<file path="src/rtl/seq_restoring_divider.sv">
// Unsigned restoring divider: divisor then dividend arrive on one bus, one quotient bit per SHIFT+SUB pair.
// Latency: done 2N+3 cycles after the start-sampling edge (3 cycles when the divisor is zero).
// No backpressure: start is only sampled in IDLE; results hold until the next operand load.
module seq_restoring_divider #(
    parameter int DATA_WIDTH = 8,
    parameter int STATE_REG  = 4
) (
    input  logic                  i_clk,
    input  logic                  i_rst_n,
    input  logic                  start,
    input  logic [DATA_WIDTH-1:0] data_input,
    output logic [DATA_WIDTH-1:0] out_Q_reg,
    output logic [DATA_WIDTH-1:0] out_R_reg,
    output logic [DATA_WIDTH-1:0] out_D_reg,
    output logic [STATE_REG-1:0]  p_STATE,
    output logic                  div_by_zero,
    output logic                  done
);

    localparam int N  = DATA_WIDTH;
    localparam int CW = $clog2(N + 1);

    typedef enum logic [STATE_REG-1:0] {
        IDLE   = STATE_REG'(0),
        LOAD_D = STATE_REG'(1),
        LOAD_N = STATE_REG'(2),
        SHIFT  = STATE_REG'(3),
        SUB    = STATE_REG'(4),
        DONE   = STATE_REG'(5)
    } state_t;

    state_t        state;
    state_t        state_nxt;

    // Remainder carries one extra bit so the shifted value (up to 2^(N+1)-2)
    // is compared against the divisor without overflow.
    logic [N:0]    rx;
    logic [N-1:0]  q;
    logic [N-1:0]  d;
    logic [CW-1:0] count;
    logic          dbz;

    logic [N:0]    d_ext;
    logic [N:0]    rx_sub;
    logic          rx_ge_d;
    logic          last_bit;

    assign d_ext    = {1'b0, d};
    assign rx_ge_d  = (rx >= d_ext);
    assign rx_sub   = rx - d_ext;
    assign last_bit = (count == CW'(N - 1));

    // State register; reset aborts any operation in flight.
    always_ff @(posedge i_clk or negedge i_rst_n) begin
        if (!i_rst_n) begin
            state <= IDLE;
        end else begin
            state <= state_nxt;
        end
    end

    // Next-state decode; done is a Moore output of the DONE state.
    always_comb begin
        state_nxt = IDLE;
        done      = 1'b0;
        case (state)
            IDLE:    state_nxt = start ? LOAD_D : IDLE;
            LOAD_D:  state_nxt = LOAD_N;
            LOAD_N:  state_nxt = (d == '0) ? DONE : SHIFT;
            SHIFT:   state_nxt = SUB;
            SUB:     state_nxt = last_bit ? DONE : SHIFT;
            DONE: begin
                done      = 1'b1;
                state_nxt = IDLE;
            end
            default: state_nxt = IDLE;
        endcase
    end

    // Datapath: operand capture, shift of {Rx,Q}, conditional restore-free subtract.
    always_ff @(posedge i_clk or negedge i_rst_n) begin
        if (!i_rst_n) begin
            rx    <= '0;
            q     <= '0;
            d     <= '0;
            count <= '0;
            dbz   <= 1'b0;
        end else begin
            case (state)
                LOAD_D: d <= data_input;
                LOAD_N: begin
                    if (d == '0) begin
                        q   <= '1;
                        rx  <= {1'b0, data_input};
                        dbz <= 1'b1;
                    end else begin
                        q     <= data_input;
                        rx    <= '0;
                        count <= '0;
                        dbz   <= 1'b0;
                    end
                end
                SHIFT: begin
                    rx <= {rx[N-1:0], q[N-1]};
                    q  <= {q[N-2:0], 1'b0};
                end
                SUB: begin
                    if (rx_ge_d) begin
                        rx   <= rx_sub;
                        q[0] <= 1'b1;
                    end else begin
                        q[0] <= 1'b0;
                    end
                    count <= count + 1'b1;
                end
                default: ;
            endcase
        end
    end

    assign out_Q_reg   = q;
    assign out_R_reg   = rx[N-1:0];
    assign out_D_reg   = d;
    assign p_STATE     = state;
    assign div_by_zero = dbz;

endmodule
</file>
<file path="config.mk">
export PLATFORM = sky130hd
export DESIGN_NAME = seq_restoring_divider
export DESIGN_NICKNAME = d
export VERILOG_FILES = /design/src/rtl/seq_restoring_divider.sv
export SDC_FILE = /design/constraint.sdc
export NUM_CORES = 1
export LEC_CHECK = 0
export CAP_MARGIN = 20
export CORE_MARGIN = 8
export CORE_UTILIZATION = 41
export CTS_CLUSTER_DIAMETER = 50
export CTS_CLUSTER_SIZE = 20
export DETAILED_ROUTE_END_ITERATION = 10
export PLACE_DENSITY = 0.77
export SKIP_CTS_REPAIR_TIMING = 1
export SYNTH_ARGS = -nofsm -noshare
export SYNTH_HDL_FRONTEND = slang
export SYNTH_SLANG_ARGS = --single-unit
</file>
<file path="constraint.sdc">
create_clock -name i_clk -period 2.9 [get_ports i_clk]
set_input_delay 0.58 -clock i_clk [delete_from_list [all_inputs] [get_ports i_clk]]
set_output_delay 0.58 -clock i_clk [all_outputs]
set_load 0.1 [all_outputs]
</file>
**Yosys cells after proc, flatten, opt, wreduce, memory -nomap -nowiden**

Index checks and enable logic that the tools add are counted.

- $add $sub $neg: 2
- Multipliers: 0
- Divide/modulo/power cells: 0
- Magnitude comparators: 1
- Eq/ne operators: 8
- Shift operators: 0
- Mux-type cells: 15
- Bitwise gates (word level): 0
- Reductions and logical operators: 7

Operators by type and width:

| kind | number |
|---|---|
| 9-bit one-hot mux with 3 select lines | 1 |
| 8-bit two-way mux | 2 |
| 3-bit one-hot mux with 5 select lines | 1 |
| 7-bit one-hot mux with 2 select lines | 1 |
| 4-bit by 3-bit equality test with 1-bit output, second input constant | 3 |
| 9-bit by 8-bit greater-or-equal comparator with 1-bit output | 1 |
| 9-bit two-way mux | 1 |
| 9-bit by 8-bit subtractor with 9-bit output | 1 |
| 4-bit by 2-bit equality test with 1-bit output, second input constant | 2 |
| 8-bit zero test | 1 |
| 4-bit one-hot mux with 2 select lines | 1 |
| 3-bit two-way mux | 2 |
| 4-bit by 1-bit adder with 4-bit output, second input constant | 1 |
| 4-bit by 1-bit equality test with 1-bit output, second input constant | 1 |
| 4-bit zero test | 1 |
| 1-bit two-way mux | 4 |
| 4-bit two-way mux | 1 |
| 2-bit inequality test, second input constant | 2 |
| 2-bit AND reduction | 2 |
| 2-bit nonzero test | 2 |
| 1-bit one-hot mux with 3 select lines | 1 |
| 3-bit nonzero test | 1 |

- Flip-flop bits (word level): 34
- Latch bits: 0
- RAM bits: 0
- ROM bits: 0
- Bits of input ports: 11
- Output and inout bits: 30
- Logic and storage cells: 40
- Memories: 0

**Logic depth before layout (Yosys ltp)**

- Depth in word-level cells: 3
- Depth in mapped cells: 8
- Gate-level depth less buffers: 8

**Worst setup path before layout**

Ideal clock, no wire load.

- Path kind: flip-flop to output port
- Start point: reg state[2] (netlist: p_STATE[2])
- End point: out done
- Data arrival time: 2.611 ns
- Required time: 2.320 ns
- Setup slack: -0.291 ns
- Stages on the path, launching flop included: 4
- Buffers on the path: 1
- Cells stage by stage: dfrtp_1 > clkbuf_1 > nand2_1 > nor2_1

- Word-level cells in the longest chain between the ends: 2

Ends and longest elaborated chain:

| item | RTL line | RTL |
|---|---|---|
| from (decl) | 32 | `state_t state;` |
| from (signal assigned) | 58 | `state <= state_nxt;` |
| 4-bit by 3-bit equality test with 1-bit output | 66 | `case (state)` |
| 1-bit two-way mux | 66 |  |
| to (decl) | 17 | `output logic done` |

No other way between the ends.

**Worst setup path in the final report**

- Start point: reg rx[3]
- End point: reg rx[4]

- Word-level cells in the longest chain between the ends: 3
- Elaborated cells between the ends (all ways): 6
- Classes of those cells: 1 x add/sub; 1 x order compare; 1 x eq/ne; 2 x mux; 1 x reduce/logical

Ends and longest elaborated chain:

| item | RTL line | RTL |
|---|---|---|
| from (decl) | 37 | `logic [N:0] rx;` |
| from (signal assigned) | 94 | `rx <= {1'b0, data_input};` |
| from (signal assigned) | 104 | `rx <= {rx[N-1:0], q[N-1]};` |
| from (signal assigned) | 109 | `rx <= rx_sub;` |
| 9-bit by 8-bit subtractor with 9-bit output / 9-bit by 8-bit greater-or-equal comparator with 1-bit output (equally long branches) | 50, 49 |  |
| 9-bit two-way mux / 2-bit inequality test (equally long branches) | - |  |
| 9-bit one-hot mux with 3 select lines / 2-bit AND reduction (equally long branches) | - |  |

Parallel ways exist; a longest one is shown, timed or not. The select of a mux whose other input is x is not followed.
A chain may end at the register's enable or synchronous reset.

==> flow_summary.ini <==
[cts]
cts_max_level = 2
cts_buffer_depth = 2
cts_root_buf = clkbuf_8
path_clk_slew_ns = 0.07
clock_sinks = 33
cts_tree = yes
clk_latency_ns = 0.29
cts_inserted_buffers = 5

[finish]
areaGrowthSynthToFinish_pct = 20.01
largest_reg_flops = 9
fillers = 491
final_nets = 281
fin_cells = 331
antenna_cells = 0
drive_gt1_share_pct = 19.16

[place]
place_congestion = 0.8620
port_buffers = 39
dp_hpwl_mm = 4.091
pre_cts_slack_ns = 0.5225
place_inst = 323

[yosys]
syn_area_mm2 = 0.002069
ys_seq_area_share_pct = 39.90
synth.area.top_cells = dfrtp_1, o21ai_0, ha_1, nand2_1, buf_4
synth_top_area_share_pct = 39.90
ys.flop_type = dfrtp_1
ys_ff_latch = 33
synth.distinct_cells = 54
ys_async_sr_fraction_pct = 100.0
yosysWarnings = 0
syn-instance-count = 228
avgSynthCellArea_um2 = 9.077
yosysTopAreaCell = dfrtp_1
post-synth-top-count-cell = dfrtp_1
synth_nets = 249
synth_enable_flop_cells = 0
synth_commonest_cells = dfrtp_1, o21ai_0, nand2_1

[global_route]
met2_usage_pct = 23.59
overflow = 0
first_global_vias = 1912
grt_max_degree = 34
grt_most_used_layer = met2
grt_pass1_wl_mm = 9.404
grt_use_total_pct = 15.54
use_met3_pct = 4.057
antenna_found_initial = 0
grt_use_met1_pct = 21.35

[timing]
final-max-slew-violation-count = 0
finClkSkew_ns = 0.008340
min_period_over_period_pct = 84.10
hold_violations = 0
tns_ns = 0
hold_ws_ns = 0.5240
slew_headroom_pct = 59.57
finalCriticalPeriod_ns = 2.439
tightest_slew_ns = 0.5912
worst_slack_ns = 0.4612
rsz0062_at_grt = false
finalSetupViolCount = 0
fmax_ghz = 0.4100

[critical_path]
cp_data_arrival_time_ns = 2.62
crit_buf_inv = 0
cp_slowest_stage_delay_ns = 0.43
crit_slowest_cell = dfrtp_1
worstPathCellList = ha_1 -> nand3_1 -> a21o_1 -> a211oi_2 -> a211o_1 -> mux2_4
path_delay_family = compound AO/OA/AOI/OAI gates
cp-start-kind = flop
critPathKind = reg2reg
end_kind = flop
critical_path.max_fanout = 8
required_ns = 3.08

[route]
vias_per_cell = 5.770
routed_wl_mm = 5.575
ant_nets = 0
drt-pass1-iter-count = 6
num_vias = 1910
first_iter_violations = 261
drc_errors = 0
wire_per_inst_um = 16.84

[job]
drv_cap = 0

[run_status]
outcome = complete, no violations

[floorplan]
core_area_mm2 = 0.004977
ios = 41
initial_core_util_pct = 41.58
die_w_um = 87.05
die_area_mm2 = 0.007577
die_y_um = 87.05
std_cell_rows = 26

[min_path]
hold_path_class = reg2reg
==> through the flow <==
step	utilization, %	area (µm²)
global placement	48.29	2404
global route	49.90	2484
finish	49.90	2484
detailed placement	48.29	2404
floorplan	-	2072
CTS	49.90	2484
==> cell usage in the layout, fill, tap and decap left out, drive strengths merged, types with 6 or more instances in the layout <==
cell type      synthesis  routed
inv                   13      13
clkbuf                 8       8
clkdlybuf4s50          0      10
o22ai                  9       9
nor3                   6       6
buf                   12      35
o21ai                 26      26
ha                     9       9
nand2                 23      23
dfrtp                 33      33
nor2                   9       9
a21oi                 11      11
==> cell families (layout without fill, tap and decap cells) <==
| group | Yosys count | in the layout | synth area share, % |
|---|---|---|---|
| AO/OA/AOI/OAI | 89 | 89 | 29.26 |
| XOR/XNOR | 1 | 1 | 0.4233 |
| adder cells (fa/ha/maj) | 10 | 10 | 6.409 |
| buffers and inverters | 33 | 66 | 8.102 |
| flip-flops | 33 | 33 | 39.90 |
| multiplexers | 5 | 5 | 2.720 |
| other | 1 | 1 | 0.1812 |
| AND/OR/NAND/NOR | 56 | 56 | 13.00 |
==> path summary, 6_finish.rpt <==
kind	from	endpoint	slack (ns)	cells after the start
min in group asynchronous	i_rst_n	out_D_reg[3]$_DFFE_PN0P_	0.70	2
max reg2reg	rx[3]$_DFFE_PN0P_	rx[4]$_DFFE_PN0P_	0.46	6
max in group asynchronous	i_rst_n	p_STATE[1]$_DFF_PN0_	1.89	2
min reg2reg	out_Q_reg[5]$_DFFE_PN0P_	out_Q_reg[5]$_DFFE_PN0P_	0.52	2
min	out_Q_reg[5]$_DFFE_PN0P_	out_Q_reg[5]$_DFFE_PN0P_	0.52	2
max	rx[3]$_DFFE_PN0P_	rx[4]$_DFFE_PN0P_	0.46	6
==> per-layer routing <==
layer,vias to the layer above,routed length (µm)
met5,-,0
met4,0,26
met3,4,447
met2,91,2464
met1,913,2638
li1,902,-
==> worst min-delay path, delay by kind of cell, from the launching register on <==
family | cells | cell delay [ns]
AND/OR/NAND/NOR | 1 | 0.05
flip-flops | 1 | 0.38
AO/OA/AOI/OAI | 1 | 0.06
==> final cells by class <==
type	count	area (µm²)	area share (%)
clock buffer	8	80.08	3.224
inverter	13	48.80	1.965
multi-input combinational	162	1079	43.43
sequential	33	825.8	33.25
tap	70	87.58	3.526
timing repair buffer	45	362.8	14.61
Power is not shown: default switching activity piles up to over one toggle a cycle in this logic, so the estimate is an artifact.
